<file path="src/rtl/obstacle_pkg.sv">
// Shared constants, field widths and slot record for the multi-slot obstacle pool.
package obstacle_pkg;

  localparam int unsigned N_SLOTS_DEF     = 3;
  localparam int unsigned D_WIDTH_DEF     = 640;
  localparam int unsigned FLOOR_Y_DEF     = 400;
  localparam int unsigned HALF_W_DEF      = 12;
  localparam int unsigned CACTUS_HMIN_DEF = 16;
  localparam int unsigned BIRD_HALF_H_DEF = 8;
  localparam int unsigned BIRD_Y_MAX_DEF  = 340;
  localparam int unsigned WAIT_MIN_DEF    = 60;

  localparam int unsigned LFSR_W        = 16;
  localparam logic [15:0] LFSR_TAPS     = 16'hB400;  // taps 16,14,13,11, right-shift Galois
  localparam logic [15:0] LFSR_SEED_DEF = 16'hACE1;
  localparam int unsigned RND_W         = 12;        // only rnd[11:0] feeds spawn decisions

  localparam int unsigned X_W    = 13;
  localparam int unsigned Y_W    = 12;
  localparam int unsigned H_W    = 8;
  localparam int unsigned EDGE_W = 12;

  typedef enum logic {
    TYPE_CACTUS = 1'b0,
    TYPE_BIRD   = 1'b1
  } obs_type_e;

  typedef struct packed {
    logic                    active;
    obs_type_e               kind;
    logic signed [X_W-1:0]   x;
    logic        [Y_W-1:0]   y;
    logic        [H_W-1:0]   hh;
  } slot_t;

endpackage

</file>
<file path="src/rtl/pool_lfsr.sv">
// Free-running 16-bit Galois LFSR shared by every obstacle slot.
module pool_lfsr
  import obstacle_pkg::*;
#(
  parameter logic [LFSR_W-1:0] SEED = LFSR_SEED_DEF
) (
  input  logic             i_clk,
  input  logic             i_rst,
  output logic [RND_W-1:0] o_rnd
);

  logic [LFSR_W-1:0] lfsr_q, lfsr_d;

  always_comb begin
    lfsr_d = {1'b0, lfsr_q[LFSR_W-1:1]} ^ (lfsr_q[0] ? LFSR_TAPS : '0);
  end

  // NOTE: state registers use non-blocking assignments so every flop samples pre-edge values.
  always_ff @(posedge i_clk) begin
    if (i_rst) lfsr_q <= SEED;
    else       lfsr_q <= lfsr_d;
  end

  assign o_rnd = lfsr_q[RND_W-1:0];

endmodule

</file>
<file path="src/rtl/obstacle_pool.sv">
// N-slot obstacle manager: one spawn timer and one LFSR feed all slots,
// each slot scrolls left at the runtime speed and reports its bounding box.
module obstacle_pool
  import obstacle_pkg::*;
#(
  parameter int unsigned N_SLOTS     = N_SLOTS_DEF,
  parameter int unsigned D_WIDTH     = D_WIDTH_DEF,
  parameter int unsigned FLOOR_Y     = FLOOR_Y_DEF,
  parameter int unsigned HALF_W      = HALF_W_DEF,
  parameter int unsigned CACTUS_HMIN = CACTUS_HMIN_DEF,
  parameter int unsigned BIRD_HALF_H = BIRD_HALF_H_DEF,
  parameter int unsigned BIRD_Y_MAX  = BIRD_Y_MAX_DEF,
  parameter int unsigned WAIT_MIN    = WAIT_MIN_DEF,
  parameter bit          BIRD_EN     = 1'b1,
  parameter logic [15:0] LFSR_SEED   = LFSR_SEED_DEF
) (
  input  logic                      i_clk,
  input  logic                      i_rst,
  input  logic                      i_ani_stb,
  input  logic                      i_animate,
  input  logic                      i_grace,
  input  logic [3:0]                i_speed,
  output logic [N_SLOTS-1:0]        o_active,
  output logic [N_SLOTS-1:0]        o_type,
  output logic [EDGE_W*N_SLOTS-1:0] o_x1,
  output logic [EDGE_W*N_SLOTS-1:0] o_x2,
  output logic [EDGE_W*N_SLOTS-1:0] o_y1,
  output logic [EDGE_W*N_SLOTS-1:0] o_y2,
  output logic                      o_spawn,
  output logic                      o_passed
);

  localparam int unsigned TIMER_W = $clog2(WAIT_MIN + 64);
  localparam int          X_GONE_I = -int'(HALF_W);
  localparam logic signed [X_W-1:0] X_GONE  = X_W'(X_GONE_I);
  localparam logic signed [X_W-1:0] X_SPAWN = X_W'(D_WIDTH + HALF_W);
  localparam logic        [X_W-1:0] HALF_W_X = X_W'(HALF_W);

  logic [RND_W-1:0]   rnd;
  logic               tick;
  logic [N_SLOTS-1:0] active_v, despawn_v, fill_v;
  logic               free_any, spawn_now;
  logic [TIMER_W-1:0] timer_q, timer_d;
  logic               spawn_q, passed_q;
  obs_type_e          new_kind;
  logic [H_W-1:0]     new_hh;
  logic [Y_W-1:0]     new_y;

  pool_lfsr #(.SEED(LFSR_SEED)) u_lfsr (
    .i_clk (i_clk),
    .i_rst (i_rst),
    .o_rnd (rnd)
  );

  assign tick = i_ani_stb & i_animate;

  // Freeness uses pre-tick state, so a slot despawning now is not refilled until the next tick.
  always_comb begin
    fill_v   = '0;
    free_any = 1'b0;
    for (int k = 0; k < N_SLOTS; k++) begin
      if (!active_v[k] && !free_any) begin
        fill_v[k] = 1'b1;
        free_any  = 1'b1;
      end
    end
  end

  assign spawn_now = tick & ~i_grace & (timer_q == '0) & free_any;

  always_comb begin
    new_kind = (BIRD_EN && rnd[7:6] == 2'b11) ? TYPE_BIRD : TYPE_CACTUS;
    if (new_kind == TYPE_BIRD) begin
      new_hh = H_W'(BIRD_HALF_H);
      new_y  = Y_W'(BIRD_Y_MAX) - {{(Y_W-6){1'b0}}, rnd[11:8], 2'b00};
    end else begin
      new_hh = H_W'(CACTUS_HMIN) + {{(H_W-4){1'b0}}, rnd[11:8]};
      new_y  = Y_W'(FLOOR_Y) - {{(Y_W-H_W){1'b0}}, new_hh};
    end
  end

  // NOTE: every combinational output gets a default first, so no path can infer a latch.
  always_comb begin
    timer_d = timer_q;
    if (tick && !i_grace) begin
      if (timer_q != '0) timer_d = timer_q - TIMER_W'(1);
      else if (free_any) timer_d = TIMER_W'(WAIT_MIN) + TIMER_W'(rnd[5:0]);
    end
  end

  always_ff @(posedge i_clk) begin
    if (i_rst) begin
      timer_q  <= TIMER_W'(WAIT_MIN);
      spawn_q  <= 1'b0;
      passed_q <= 1'b0;
    end else begin
      timer_q  <= timer_d;
      spawn_q  <= spawn_now;
      passed_q <= tick & (|despawn_v);
    end
  end

  assign o_spawn  = spawn_q;
  assign o_passed = passed_q;

  for (genvar k = 0; k < N_SLOTS; k++) begin : g_slot
    slot_t slot_q, slot_d;

    assign active_v[k]  = slot_q.active;
    assign despawn_v[k] = slot_q.active && ($signed(slot_q.x) < X_GONE);

    always_comb begin
      slot_d = slot_q;
      if (tick) begin
        if (despawn_v[k])        slot_d = '0;
        else if (slot_q.active)  slot_d.x = slot_q.x - {{(X_W-4){1'b0}}, i_speed};
        else if (spawn_now && fill_v[k])
          slot_d = '{active: 1'b1, kind: new_kind, x: X_SPAWN, y: new_y, hh: new_hh};
      end
    end

    always_ff @(posedge i_clk) begin
      if (i_rst) slot_q <= '0;
      else       slot_q <= slot_d;
    end

    // Edges wrap in two's complement while the obstacle straddles the left border.
    assign o_active[k] = slot_q.active;
    assign o_type[k]   = slot_q.active & (slot_q.kind == TYPE_BIRD);
    assign o_x1[EDGE_W*k +: EDGE_W] = slot_q.active ? EDGE_W'(slot_q.x - HALF_W_X) : '0;
    assign o_x2[EDGE_W*k +: EDGE_W] = slot_q.active ? EDGE_W'(slot_q.x + HALF_W_X) : '0;
    assign o_y1[EDGE_W*k +: EDGE_W] =
      slot_q.active ? EDGE_W'(slot_q.y - {{(Y_W-H_W){1'b0}}, slot_q.hh}) : '0;
    assign o_y2[EDGE_W*k +: EDGE_W] =
      slot_q.active ? EDGE_W'(slot_q.y + {{(Y_W-H_W){1'b0}}, slot_q.hh}) : '0;
  end

endmodule

</file>
<file path="config.mk">
export PLATFORM = sky130hd
export DESIGN_NAME = obstacle_pool
export DESIGN_NICKNAME = d
export VERILOG_FILES = /design/src/rtl/obstacle_pkg.sv /design/src/rtl/pool_lfsr.sv /design/src/rtl/obstacle_pool.sv
export SDC_FILE = /design/constraint.sdc
export NUM_CORES = 1
export LEC_CHECK = 0
export ABC_CLOCK_PERIOD_IN_PS = 2500
export BUFFER_PORTS_ARGS = -buffer_cell sky130_fd_sc_hd__buf_2
export CAP_MARGIN = 40
export CORE_MARGIN = 3
export CORE_UTILIZATION = 51
export DETAILED_ROUTE_END_ITERATION = 8
export GPL_TIMING_DRIVEN = 1
export PLACE_DENSITY = 0.78
export SLEW_MARGIN = 20
export SYNTH_ARGS = -nofsm -noshare
export SYNTH_HDL_FRONTEND = slang
export SYNTH_SLANG_ARGS = --single-unit
</file>
<file path="constraint.sdc">
create_clock -name i_clk -period 2.5 [get_ports i_clk]
set_input_delay 0.5 -clock i_clk [delete_from_list [all_inputs] [get_ports i_clk]]
set_output_delay 0.5 -clock i_clk [all_outputs]
set_load 0.02 [all_outputs]
</file>
======== Word level (Yosys, flattened, before mapping) ========
Index checks and enable logic that the tools add are counted.
cells by class
  reduce and logical (&&, ||, !) cells .... 30
  $mul .................................... 0
  add/sub/neg operators ................... 20
  bitwise gates (word level) .............. 10
  order comparisons ....................... 3
  multiplexer cells ....................... 38
  shifts and indexed selects .............. 0
  equality and inequality tests ........... 4
  divide/modulo/power cells ............... 0
operator list
  cell                                                 count
  2-to-1 mux 35 bit                                    6
  2-to-1 mux 12 bit                                    13
  2-to-1 mux 20 bit                                    3
  < comparator 13 x 5 -> 1 bit, second input constant  3
  2-to-1 mux 13 bit                                    3
  subtractor 13 x 4 -> 13 bit                          3
  adder 12 x 4 -> 12 bit, second input constant        3
  adder 12 x 8 -> 12 bit                               3
  subtractor 12 x 4 -> 12 bit, second input constant   3
  subtractor 12 x 8 -> 12 bit                          3
  subtractor 9 x 6 -> 10 bit, first input constant     2
  2-to-1 mux 16 bit                                    1
  bitwise XOR 15 x 16 -> 16 bit                        1
  2-to-1 mux 7 bit                                     2
  logical AND 1 bit                                    9
  AND reduction 3 bit                                  3
  nonzero test 3 bit                                   3
  bitwise AND 1 bit                                    8
  2-to-1 mux 8 bit                                     1
  AND reduction 2 bit                                  4
  nonzero test 2 bit                                   4
  adder 6 x 6 -> 7 bit, first input constant           1
  zero test 7 bit                                      1
  nonzero test 7 bit                                   1
  other kinds (9)                                      21
word-level totals
  memories ................................ 0
  output and inout port bits .............. 152
  bits in writable memories ............... 0
  bits in registers ....................... 130
  bits in latches ......................... 0
  ROM bits ................................ 0

======== Depth between registers and ports, before layout ========
  depth in word-level cells ............... 11
  gate-level depth with buffers ........... 9
  gate-level depth less buffers ........... 8

======== Hierarchy ========
From an unflattened synthesis, not the netlist that was laid out.
second synthesis, totals
  cells, all modules ...................... 1082
  area, all modules ....................... 8330.5 um^2
by module, submodules not included
  module         seq. area each (um^2)  instances  cells an instance  area each (um^2)
  obstacle_pool  1861.8                 1          1034               7777.5
  pool_lfsr      320.3                  1          48                 553.0

======== Least setup slack after synthesis ========
OpenSTA, ideal clock, no wires.
  path type ............................... register to output
  start ................................... reg g_slot[1].slot_q[25] (netlist bit)
  end ..................................... out o_x1[23]
  arrival time ............................ 2075 ps
  path slack .............................. -75 ps
  buffers on the path ..................... 3
  stages on the path, launching flop included .. 9
  path through ............................ dfxtp_1 > buf_6 > or4_1 > buf_2 > or3_1 > buf_2 > a211oi_1 > xnor2_1 > nor2_1
on the way
  longest elaborated chain between the ends .. 2
ends and longest elaborated chain
  what                         RTL line              source
  from (decl)                  obstacle_pool.sv:107  slot_t slot_q, slot_d;
  from (signal assigned)       obstacle_pool.sv:124  else slot_q <= slot_d;
  subtractor 12 x 4 -> 12 bit  obstacle_pool.sv:130  assign o_x1[EDGE_W*k +: EDGE_W] = slot_q.active ? EDGE_W'(slot_q.x - HALF_W_X) : '0;
  2-to-1 mux 12 bit            obstacle_pool.sv:130
  to (decl)                    obstacle_pool.sv:25   output logic [EDGE_W*N_SLOTS-1:0] o_x1,
No other way between the ends.

======== Worst setup path after layout ========
  start ................................... reg g_slot[2].slot_q[10] (netlist bit)
  end ..................................... out o_y1[31]
on the way
  longest elaborated chain between the ends .. 2
ends and longest elaborated chain
  what                         RTL line              source
  from (decl)                  obstacle_pool.sv:107
  from (signal assigned)       obstacle_pool.sv:124
  subtractor 12 x 8 -> 12 bit  obstacle_pool.sv:133  slot_q.active ? EDGE_W'(slot_q.y - {{(Y_W-H_W){1'b0}}, slot_q.hh}) : '0;
  2-to-1 mux 12 bit            obstacle_pool.sv:133
  to (decl)                    obstacle_pool.sv:27   output logic [EDGE_W*N_SLOTS-1:0] o_y1,
No other way between the ends.

==> results.sh <==
export IMPL_cp_start_kind="flop"
export IMPL_finClkSkew_ns=0.00578
export IMPL_io_pins=161
export IMPL_port_buffers=148
export IMPL_synth_async_reset_ratio_pct=0
export IMPL_crit_family="compound AO/OA/AOI/OAI gates"
export IMPL_drv_slew=0
export IMPL_drt_iter0_drc=600
export IMPL_relSlewSlack_pct=42.8
export IMPL_syn_area_mm2=0.00820
export IMPL_cts_tree="done"
export IMPL_dp_cells=1413
export IMPL_cp_required_ns=2.00
export IMPL_whs_ns=0.421
export IMPL_die_w_um=133
export IMPL_wire_per_inst_um=18.3
export IMPL_syn_instance_count=1059
export IMPL_ant_nets=0
export IMPL_crit_chain="ha_4, buf_6, o21a_1, o21a_1, o21a_1, nor4_2, mux2i_1, buf_2"
export IMPL_max_cap_violations=0
export IMPL_worst_slack_ns=-0.327
export IMPL_cp_slowest_cell="dfxtp_4"
export IMPL_die_h_um=133
export IMPL_area_delta_synth_final_pct=34.1
export IMPL_grtUsageTotal_pct=26.7
export IMPL_grt_pass1_vias=7889
export IMPL_synth_distinct_cells=75
export IMPL_synth_xor_area_share_pct=6.83
export IMPL_hold_path_class="reg -> reg"
export IMPL_cp_max_fo=3
export IMPL_core_mm2=0.0155
export IMPL_yosys_area_share_adder_pct=9.40
export IMPL_seq_area_frac_synth_pct=26.6
export IMPL_tightestPinTransition_ns=0.849
export IMPL_synth_top_family_by_area="simple AND/OR/NAND/NOR gates"
export IMPL_ys_warn_count=0
export IMPL_wirelength_um=27000
export IMPL_routed_via_count=8584
export IMPL_cts_max_path_buffers=2
export IMPL_htree_levels=3
export IMPL_vdd_drop_max_uv=345
export IMPL_clkTransAtPathRegs_ns=0.07
export IMPL_rows=45
export IMPL_powerDensity_mw_per_mm2=326
export IMPL_yosys_area_share_simple_pct=25.1
export IMPL_rsz0062_at_grt="yes"
export IMPL_hpwlAfterDp_um=17200
export IMPL_critPathBufInv=2
export IMPL_arrival_ns=2.33
export IMPL_antenna_found_initial=0
export IMPL_power_leakage_nw=4.49
export IMPL_finish_utilization_pct=71.0
export IMPL_dr_pass1_iters=5
export IMPL_grt_max_degree=30
export IMPL_synth_edf_count=0
export IMPL_initial_core_util_pct=53.0
export IMPL_fin_nets=1325
export IMPL_crit_top_cell="o21a_1"
export IMPL_layoutNonFillerInstCount=1474
export IMPL_avgSynthCellArea_um2=7.74
export IMPL_fmax_mhz=354
export IMPL_root_buffer="clkbuf_16"
export IMPL_end_kind="output pin"
export IMPL_synth_mux_area_share_pct=1.97
export IMPL_die_area_mm2=0.0176
export IMPL_violations="negative setup slack"
export IMPL_period_share_pct=113
export IMPL_numCtsBuffers=9
export IMPL_grt_pass1_wl_um=39300
export IMPL_status="finished, violations left"
export IMPL_finalHoldViolCount=0
export IMPL_max_stage_delay_ns=0.36
export IMPL_ys_ff_latch=109
export IMPL_insertion_delay_ns=0.36
export IMPL_place_gp_congestion=0.932
export IMPL_critical_path_class="reg -> out"
export IMPL_drc=0
export IMPL_synth_compound_area_share_pct=21.0
export IMPL_cts_sinks=109
export IMPL_drive_above_1_share_pct=36.3
export IMPL_synth_ff_type="dfxtp_1"
export IMPL_via_per_inst=5.82
export IMPL_period_minus_slack_ns=2.83
export IMPL_setup_viol=41
export IMPL_grt_ovfl_total=0
export IMPL_diodes=0
state kept, by name, indices dropped and copies added, names as in the netlist:
name,flops
o_active,3
u_lfsr.lfsr_q,16
o_passed,1
timer_q,7
g_slot.slot_q,81
o_spawn,1
synth_stat cells, drive strengths merged (18+ instances only):
master,count,area [um^2]
o21ai,48,240
dfxtp,109,2180
a21oi,59,295
clkbuf,47,200
o21a,18,135
inv,64,240
nor2b,18,113
nand2,60,225
or3,26,164
nor2,140,528
xnor2,42,368
nand3,23,115
xor2,22,193
buf,42,302
nor3,35,195
nand2b,25,156
ha,52,651
layer usage:
metal | wire length (um) | vias up | track usage [%]
li1 | - | 4066 | -
met4 | 808 | 0 | 8.37
met3 | 1620 | 75 | 4.07
met5 | 0 | - | 0
met2 | 13400 | 394 | 46.1
met1 | 11100 | 4049 | 34.3
metrics by stage:
stage | worst slack (ns) | TNS [ns] | total power, W | instance area, um^2
2_1_floorplan | -0.00338 | -0.00338 | 0.00200 | 8260
4_1_cts | -0.264 | -2.26 | 0.00359 | 10400
3_3_place_gp | 0.0516 | 0 | 0.00207 | 9310
6_report | -0.327 | -4.32 | 0.00359 | 11000
5_1_grt | -0.374 | -7.30 | 0.00369 | 11000
3_5_place_dp | -0.0208 | -0.0208 | 0.00207 | 9310
where the power goes:
group,switching (W),internal (W)
clock,0.000673,0.000882
combinational,0.000178,0.0000876
sequential,0.0000203,0.00175
total,0.000872,0.00272
cell type report:
| type | instances | area [um^2] |
|---|---|---|
| inverter | 64 | 243 |
| sequential | 109 | 2230 |
| clock inverter | 7 | 97.6 |
| timing repair buffer | 266 | 1840 |
| multi-input combinational | 808 | 6100 |
| clock buffer | 9 | 225 |
| fill | 1139 | 4490 |
| tap | 211 | 264 |
worst register-to-register path, delay by kind of cell (launching register included):
kind            cells  cell delay, ns
fa+ha+maj           1            0.15
flops               1            0.33
compound gates      1            0.21
simple gates        4            1.27
buf+inv             2            0.32
what timing repair did:
action / 4_1_cts / 5_1_grt
hold buffers: 0 / 0
pin swaps: 50 / 51
cloned: 0 / 0
buffers inserted: 28 / 17
endpoints found under the setup margin: 54 / 60
gates resized for setup: 154 / 122
endpoints found under the hold margin: 0 / 0
logic make-up (layout without fill, tap and decap cells):
kind of cell    after synthesis  after routing
compound gates              254            254
xor+xnor                     64             64
fa+ha+maj                    58             58
buf+inv                     153            346
flops                       109            109
mux                          16             16
other cells                   1             12
simple gates                404            404
worst paths after layout:
check | startpoint | endpoint | slack (ns) | cells past startpoint
max | g_slot[2].slot_q[10] | o_y1[31] | -0.33 | 8
min reg2reg | u_lfsr.lfsr_q[12] | u_lfsr.lfsr_q[11] | 0.42 | 1
max reg2reg | timer_q[0] | g_slot[2].slot_q[9] | 0.16 | 8
min | u_lfsr.lfsr_q[12] | u_lfsr.lfsr_q[11] | 0.42 | 1
placed cells by master (no fill, tap or decap), drive strengths merged, types with 15 or more instances in the layout:
cell type / instances
a22o: 17
nand3: 23
inv: 65
ha: 52
nor3: 35
o21ai: 48
nand2: 60
xnor2: 42
nor2b: 18
nor2: 140
or4: 17
mux2i: 15
a21oi: 59
dfxtp: 109
nand2b: 25
or3: 26
xor2: 22
buf: 266
o21a: 18
(Power assumes the default switching activity.)
